### src/rtl/pop_scheduler_pkg.sv
// Shared constants and state encoding for the pop scheduler and its arbiter.
`ifndef POP_SCHEDULER_PKG_SV
`define POP_SCHEDULER_PKG_SV
package pop_scheduler_pkg;
    localparam int N_SRC  = 4;
    localparam int DW_DEF = 6;
    localparam int TW     = 4;

    typedef enum logic [4:0] {
        ST_RESET  = 5'b00001,
        ST_INIT   = 5'b00010,
        ST_IDLE   = 5'b00100,
        ST_ACTIVE = 5'b01000,
        ST_ERROR  = 5'b10000
    } estado_t;
endpackage
`endif

### src/rtl/pop_scheduler_rr_arbiter.sv
// Round-robin grant: first requesting, unmasked index strictly after the last
// granted one, wrapping modulo N.
module rr_arbiter
    import pop_scheduler_pkg::*;
#(
    parameter int N  = N_SRC,
    parameter int IW = (N > 1) ? $clog2(N) : 1
)
(
    input  logic [N-1:0]  request,
    input  logic [N-1:0]  mask,
    input  logic [IW-1:0] last,
    output logic [N-1:0]  grant
);
    logic [IW-1:0] idx;
    logic          found;

    always_comb begin
        grant = '0;
        found = 1'b0;
        idx   = '0;
        for (int k = 1; k <= N; k++) begin
            idx = IW'((int'(last) + k) % N);
            if (!found && request[idx] && !mask[idx]) begin
                grant[idx] = 1'b1;
                found      = 1'b1;
            end
        end
    end
endmodule

### src/rtl/pop_scheduler.sv
// Pops N source FIFOs round-robin and forwards each returned word to one
// downstream FIFO, with threshold broadcast and a sticky error state.
//
// state     | meaning
// ----------+------------------------------------------------------------
// ST_RESET  | just out of reset, moves to INIT on the first clock
// ST_INIT   | capturing thresholds while init=1
// ST_IDLE   | configured, nothing to pop or downstream paused
// ST_ACTIVE | issuing round-robin pops
// ST_ERROR  | a source flagged an error; sticky until reset
module pop_scheduler
    import pop_scheduler_pkg::*;
#(
    parameter int DW = DW_DEF,
    parameter int N  = N_SRC
)
(
    input  logic            clk,
    input  logic            reset,
    input  logic            init,
    input  logic [3:0]      umbral_af_in,
    input  logic [3:0]      umbral_ae_in,
    input  logic [N-1:0]    fifo_empty,
    input  logic [N-1:0]    fifo_error,
    input  logic [N*DW-1:0] data_in,
    input  logic [N-1:0]    valid_in,
    input  logic            out_pause,
    output logic [N-1:0]    pop,
    output logic            push_out,
    output logic [DW-1:0]   data_out,
    output logic [3:0]      umbral_af_out,
    output logic [3:0]      umbral_ae_out,
    output logic [4:0]      estado,
    output logic            error_out,
    output logic            idle
);
    localparam int IW = (N > 1) ? $clog2(N) : 1;

    estado_t       state, state_nxt;
    logic          captured;
    logic [N-1:0]  pend, grant, hit, req;
    logic [IW-1:0] last, pop_idx, hit_idx;
    logic          any_err, any_ready;

    assign req       = ~fifo_empty;
    assign any_err   = |fifo_error;
    assign any_ready = |req;
    assign hit       = valid_in & pend;

    // Last cycle's pop is masked so its empty flag has a cycle to settle.
    rr_arbiter #(.N(N), .IW(IW)) u_rr (
        .request (req),
        .mask    (pend),
        .last    (last),
        .grant   (grant)
    );

    always_ff @(posedge clk or negedge reset) begin
        if (!reset) begin
            state <= ST_RESET;
        end else begin
            state <= state_nxt;
        end
    end

    // ACTIVE is held through the settle gap so a lone source keeps its cadence.
    always_comb begin
        state_nxt = state;
        pop       = '0;
        case (state)
            ST_RESET:  state_nxt = ST_INIT;
            ST_INIT: begin
                if (any_err)                state_nxt = ST_ERROR;
                else if (!init && captured) state_nxt = ST_IDLE;
            end
            ST_IDLE: begin
                if (any_err)                     state_nxt = ST_ERROR;
                else if (!out_pause && any_ready) state_nxt = ST_ACTIVE;
            end
            ST_ACTIVE: begin
                if (any_err)                      state_nxt = ST_ERROR;
                else if (out_pause || !any_ready) state_nxt = ST_IDLE;
                if (!out_pause && !any_err)       pop = grant;
            end
            ST_ERROR:  state_nxt = ST_ERROR;
            default:   state_nxt = ST_RESET;
        endcase
    end

    always_comb begin
        pop_idx = '0;
        hit_idx = '0;
        for (int i = 0; i < N; i++) begin
            if (pop[i]) pop_idx = IW'(i);
            if (hit[i]) hit_idx = IW'(i);
        end
    end

    always_ff @(posedge clk or negedge reset) begin
        if (!reset) begin
            captured      <= 1'b0;
            umbral_af_out <= '0;
            umbral_ae_out <= '0;
            last          <= IW'(N - 1);
            pend          <= '0;
            push_out      <= 1'b0;
            data_out      <= '0;
        end else begin
            if (state == ST_INIT && init) begin
                umbral_af_out <= umbral_af_in;
                umbral_ae_out <= umbral_ae_in;
                captured      <= 1'b1;
            end
            if (state_nxt == ST_ERROR) begin
                pend     <= '0;
                push_out <= 1'b0;
            end else begin
                pend     <= pop;
                push_out <= |hit;
                if (|hit) data_out <= data_in[int'(hit_idx)*DW +: DW];
            end
            if (|pop) last <= pop_idx;
        end
    end

    assign estado    = state;
    assign error_out = (state == ST_ERROR);
    assign idle      = (state == ST_IDLE);
endmodule

### config.mk
export PLATFORM = sky130hd
export DESIGN_NAME = pop_scheduler
export DESIGN_NICKNAME = d
export VERILOG_FILES = /design/src/rtl/pop_scheduler_pkg.sv /design/src/rtl/pop_scheduler_rr_arbiter.sv /design/src/rtl/pop_scheduler.sv
export SDC_FILE = /design/constraint.sdc
export NUM_CORES = 1
export LEC_CHECK = 0
export ABC_AREA = 1
export CAP_MARGIN = 10
export CORE_ASPECT_RATIO = 1.2
export CORE_MARGIN = 2
export CORE_UTILIZATION = 41
export CTS_BUF_LIST = sky130_fd_sc_hd__clkbuf_2
export DETAILED_ROUTE_END_ITERATION = 8
export PLACE_DENSITY = 0.77
export SKIP_LAST_GASP = 1
export SYNTH_ARGS = -nofsm -noshare
export SYNTH_HDL_FRONTEND = slang
export SYNTH_SLANG_ARGS = --single-unit
### constraint.sdc
create_clock -name clk -period 2.65 [get_ports clk]
set_input_delay 0.53 -clock clk [delete_from_list [all_inputs] [get_ports clk]]
set_output_delay 0.53 -clock clk [all_outputs]
set_load 0.02 [all_outputs]
After elaboration in Yosys (flattened, before gate mapping)
Cells that the tools add are included. Widths: inputs -> output; s select.

Bits of input ports: 48. Memories: 0. Flip-flop bits (word level): 27. Bits in latches: 0. Memory bits (writable): 0. Memory bits (read-only): 0. Logic and storage cells: 114.

Order comparisons: 8. Reduce and logical (&&, ||, !) cells: 32. Divide/modulo/power cells: 0. Multipliers: 1. Bitwise operators: 6. Mux-type cells: 48. Shifts and indexed selects: 1. Eq/ne operators: 6. Add/sub/neg operators: 4.

Operators by type and width (number): $mux 5 (6); $mux 4 (7); $pmux 5 s5 (1); $shiftx 24x6->6 (1); $mux 1 (18); $bmux 1 s2 (8); $reduce_or 4->1 (4); $logic_and 1x1->1 (15); $lt 2x3->1 const B (4); $or 4x4->4 (3); $logic_not 1->1 (11); $eq 5x5->1 const B (2); $demux 1 s2 (4); $ge 2x1->1 const B (4); $mux 2 (4); $eq 5x1->1 const B (1); $eq 5x2->1 const B (1); $eq 5x3->1 const B (1); $eq 5x4->1 const B (1); $add 2x1->2 const B (2); $add 2x2->2 const B (2); $and 4x4->4 (1); $mul 2x2->4 const B (1); $not 4->4 (1); 3 further kinds (3).

Depth between registers and ports, before layout
Gate-level depths: netlist of the first run.

Word-level depth: 23. Gate-level depth with buffers: 13. Gate-level depth less buffers: 13.

Cells and area by module
From an unflattened synthesis of the first run, not the netlist that was laid out.

Cell total of the unflattened synthesis: 304. Area, all modules: 2024.4 um2.

Modules (own cells, without submodules): pop_scheduler (area an instance 1615.3 um2, cells an instance 230, times used 1); rr_arbiter (area an instance 409.1 um2, cells an instance 74, times used 1).

Least setup slack after synthesis of the first run
No wires, ideal clock.

Kind: register to output. Start: register last[0]. End: output port pop[1]. Path buffers: 0. Required time: 2.120 ns. Setup slack: 0.317 ns. Data arrival time: 1.803 ns. Cell stages (with the launch flop): 11. Path through: dfstp_2 inv_2 ha_1 inv_1 nand3_1 nand2_2 nor2_4 nand3_1 nand3_2 nand2_2 inv_1.

Cells in the longest elaborated chain, start to end: 20.

Ends and longest elaborated chain: start: declaration (RTL line pop_scheduler.sv:42) `logic [IW-1:0] last, pop_idx, hit_idx;`; start signal: assignment (RTL line pop_scheduler.sv:104) `last <= IW'(N - 1);`; start signal: assignment (RTL line pop_scheduler.sv:122) `if (|pop) last <= pop_idx;`; branches (longest 17 deep; another with $lt 2x3->1); $mux 4 (*) (RTL line pop_scheduler_rr_arbiter.sv:24) `if (!found && request[idx] && !mask[idx]) begin`; $mux 4 (*) (RTL line pop_scheduler.sv:83) `if (!out_pause && !any_err) pop = grant;`; $mux 4 (*) (RTL line pop_scheduler.sv:70) `case (state)`; end: declaration (RTL line pop_scheduler.sv:28) `output logic [N-1:0] pop,`.

Every way passes the cells marked *. The select of a mux whose other input is x is not followed.

Final worst setup path of the first run
Start: register last[0]. End: output port pop[3].

Same word-level chain as after synthesis.

==> run metrics, run 1 <==
wirelength, routed 4.63 mm; worst hold-check path type in2async; Tmin final 2760 ps; share of cells above drive strength 1 27.7%; Worst EP required 2120 ps; RSZ-0062 raised after global routing true; ant diodes 0; I/O pins 74; relative slew slack 72.5%; initial antenna violation count 0; warnings from Yosys 0; vias 1796; Peak VDD IR 0.648 mV; count of final setup violators 4; status complete, but fails checks; commonest non-fill, non-tap cell in the layout clkdlybuf4s50_1; WL per Instance 12.8 um; Clock Latency Late Sink 340 ps; fin crit share 104%; core area 4230 um^2; Arrival @ worst endpoint 2230 ps; Finished Layout Cells 363; Die Wd 64.2 um; Post-Syn Instances 216; row count 26; global-route wire length before repair 7.62 mm; Vias/cell 4.95; CTS buffer count 3; CP Launch Type flip-flop; CTS tree yes; DR DRC count 0; Cell Area, Synth 1780 um^2; vias in the first global route 1725; Setup TNS Final -353 ps; H-tree depth 1; Die H 76.2 um; CP max FO 8; FF+latch count, synth 27; Synth Area per Inst 8.24 um^2; post-route setup slack -108 ps; Final GP Congestion 0.842; IO Port Bufs 73; die footprint 4890 um^2; PwrDens 467 nW/um^2; failing checks negative setup slack; Lkg Pwr 1.32 nW; post-synthesis sequential area ratio 38.2%; CP Class reg2out; Max Slew Vio Count 0; area grow syn2layout 58.0%; nets 364; ANT nets after route 0; Final Hold Vio Count 0; pre-CTS setup slack -418 ps; f_max 0.363 GHz; Clock Path Buffers 2; Starting Density 42.1%; total gr overflow 0; post-synth net total 272; gr usage total 19.1%; pin count of the biggest net entering global routing 28; CTS sink cnt 27; DRT iter0 DRCs 85; Distinct cells, synth 32; placed cell count 353; Slew @ Worst Pin 411 ps; Clock Pin Slew Worst Setup and Hold Paths 240 ps; CTS Hold Bufs 0; clk_skew 5.59 ps; CTS root buf clkbuf_2; max-cap violation count 0; first-pass iteration count of the detailed router 4; most frequent cells in the layout clkdlybuf4s50_1 (69), nand2_1 (31), nor2_1 (27), dfrtp_1 (24), buf_4 (19); HPWL Detailed 3.51 mm; critical path endpoint category output pin
metal layers:
metal | vias up | part of all wire (%) | track usage (%)
met3 | 4 | 5.1 | 2.66
met2 | 56 | 51 | 34.3
li1 | 914 | - | -
met4 | 0 | 0.91 | 4.47
met1 | 822 | 43 | 24.1
met5 | - | 0 | 0
timing repair:
action	4_1_cts	5_1_grt
pin swaps	11	10
resized for setup	40	4
endpoints found under the setup margin	4	4
setup buffers	4	2
report_power, final:
| group | leakage (nW) | internal [W] | switching, W |
|---|---|---|---|
| combinational | 0.969 | 0.000317 | 0.000287 |
| clock | 0.0126 | 0.0000350 | 0.000117 |
| sequential | 0.344 | 0.000502 | 0.0000562 |
area by class of cell:
cell class / instances / area (um^2)
well taps: 56 / 70.1
clock inverters: 1 / 7.51
repair buffers: 91 / 867
fillers: 336 / 1420
inverters: 28 / 108
multi-input cells: 157 / 1070
flip-flops and latches: 27 / 679
clock buffers: 3 / 15.0
flip-flops by register name, summed over array words and instances, names as in the netlist:
signal and flops:
estado 5, umbral_af_out 4, data_out 6, pend 4
captured 1, push_out 1, last 2, umbral_ae_out 4
worst paths after layout:
kind                               start        end  slack (ps)  depth (start not counted)
worst max register to register   last[0]    last[0]         530                         14
min in group clk                captured   captured         510                          2
worst min register to register  captured   captured         510                          2
max in group asynchronous          reset    last[0]        1840                          2
worst max-delay path             last[0]     pop[3]        -110                         11
worst min-delay path               reset  estado[2]         510                          2
Yosys cell counts, drive strengths merged:
master / count / area share (%)
a21oi: 9 / 3.8
a41o: 1 / 0.56
buf: 3 / 1.2
clkbuf: 1 / 0.21
dfrtp: 24 / 34
dfstp: 3 / 4.4
ha: 8 / 5.6
inv: 28 / 5.9
mux2: 8 / 5.1
nand2: 37 / 8.4
nand3: 26 / 8.2
nand3b: 1 / 0.42
nand4: 4 / 2.5
nor2: 33 / 8.1
nor3: 1 / 0.91
nor4: 1 / 0.35
o21ai: 19 / 6.0
o221ai: 1 / 0.49
o31ai: 1 / 0.42
o32a: 6 / 3.4
o41ai: 1 / 0.49
worst max-delay path, stage by stage, from the launching register on:
cell and delay, ps:
dfstp_2 600, inv_2 50, ha_4 290, inv_4 50
nand3_4 80, nand2_4 70, nor2_4 270, nand3_2 100
nand3b_1 100, nand2_1 80, inv_2 90, buf_6 110
stage by stage:
step                      instance area (um^2)  hold slack [ps]  total power (W)  utilization, %
final                                     2810              506          0.00131            66.5
after global routing                      2810              505          0.00139            66.5
after CTS                                 2780              492          0.00133            65.7
after detailed placement                  2650              453          0.00116            62.6
after global placement                    2650              449          0.00115            62.6
after floorplan                           1780              234         0.000864               -
kinds of logic (layout without fill, tap and decap cells):
kind of cell | count (synthesis) | in the layout | share of synthesized area (%)
flops | 27 | 27 | 38.2
simple gates | 103 | 103 | 28.7
fa+ha+maj | 8 | 8 | 5.62
compound gates | 38 | 38 | 15.1
buf+inv | 32 | 123 | 7.31
mux | 8 | 8 | 5.06
Note: power is estimated with default switching activity, not from simulation.
==> inputs of run 2 (changes only) <==
- CTS_CLUSTER_SIZE: unset -> 14
==> results of run 2 <==
The final DEF is identical to that of run 1; final timing and power are the same.
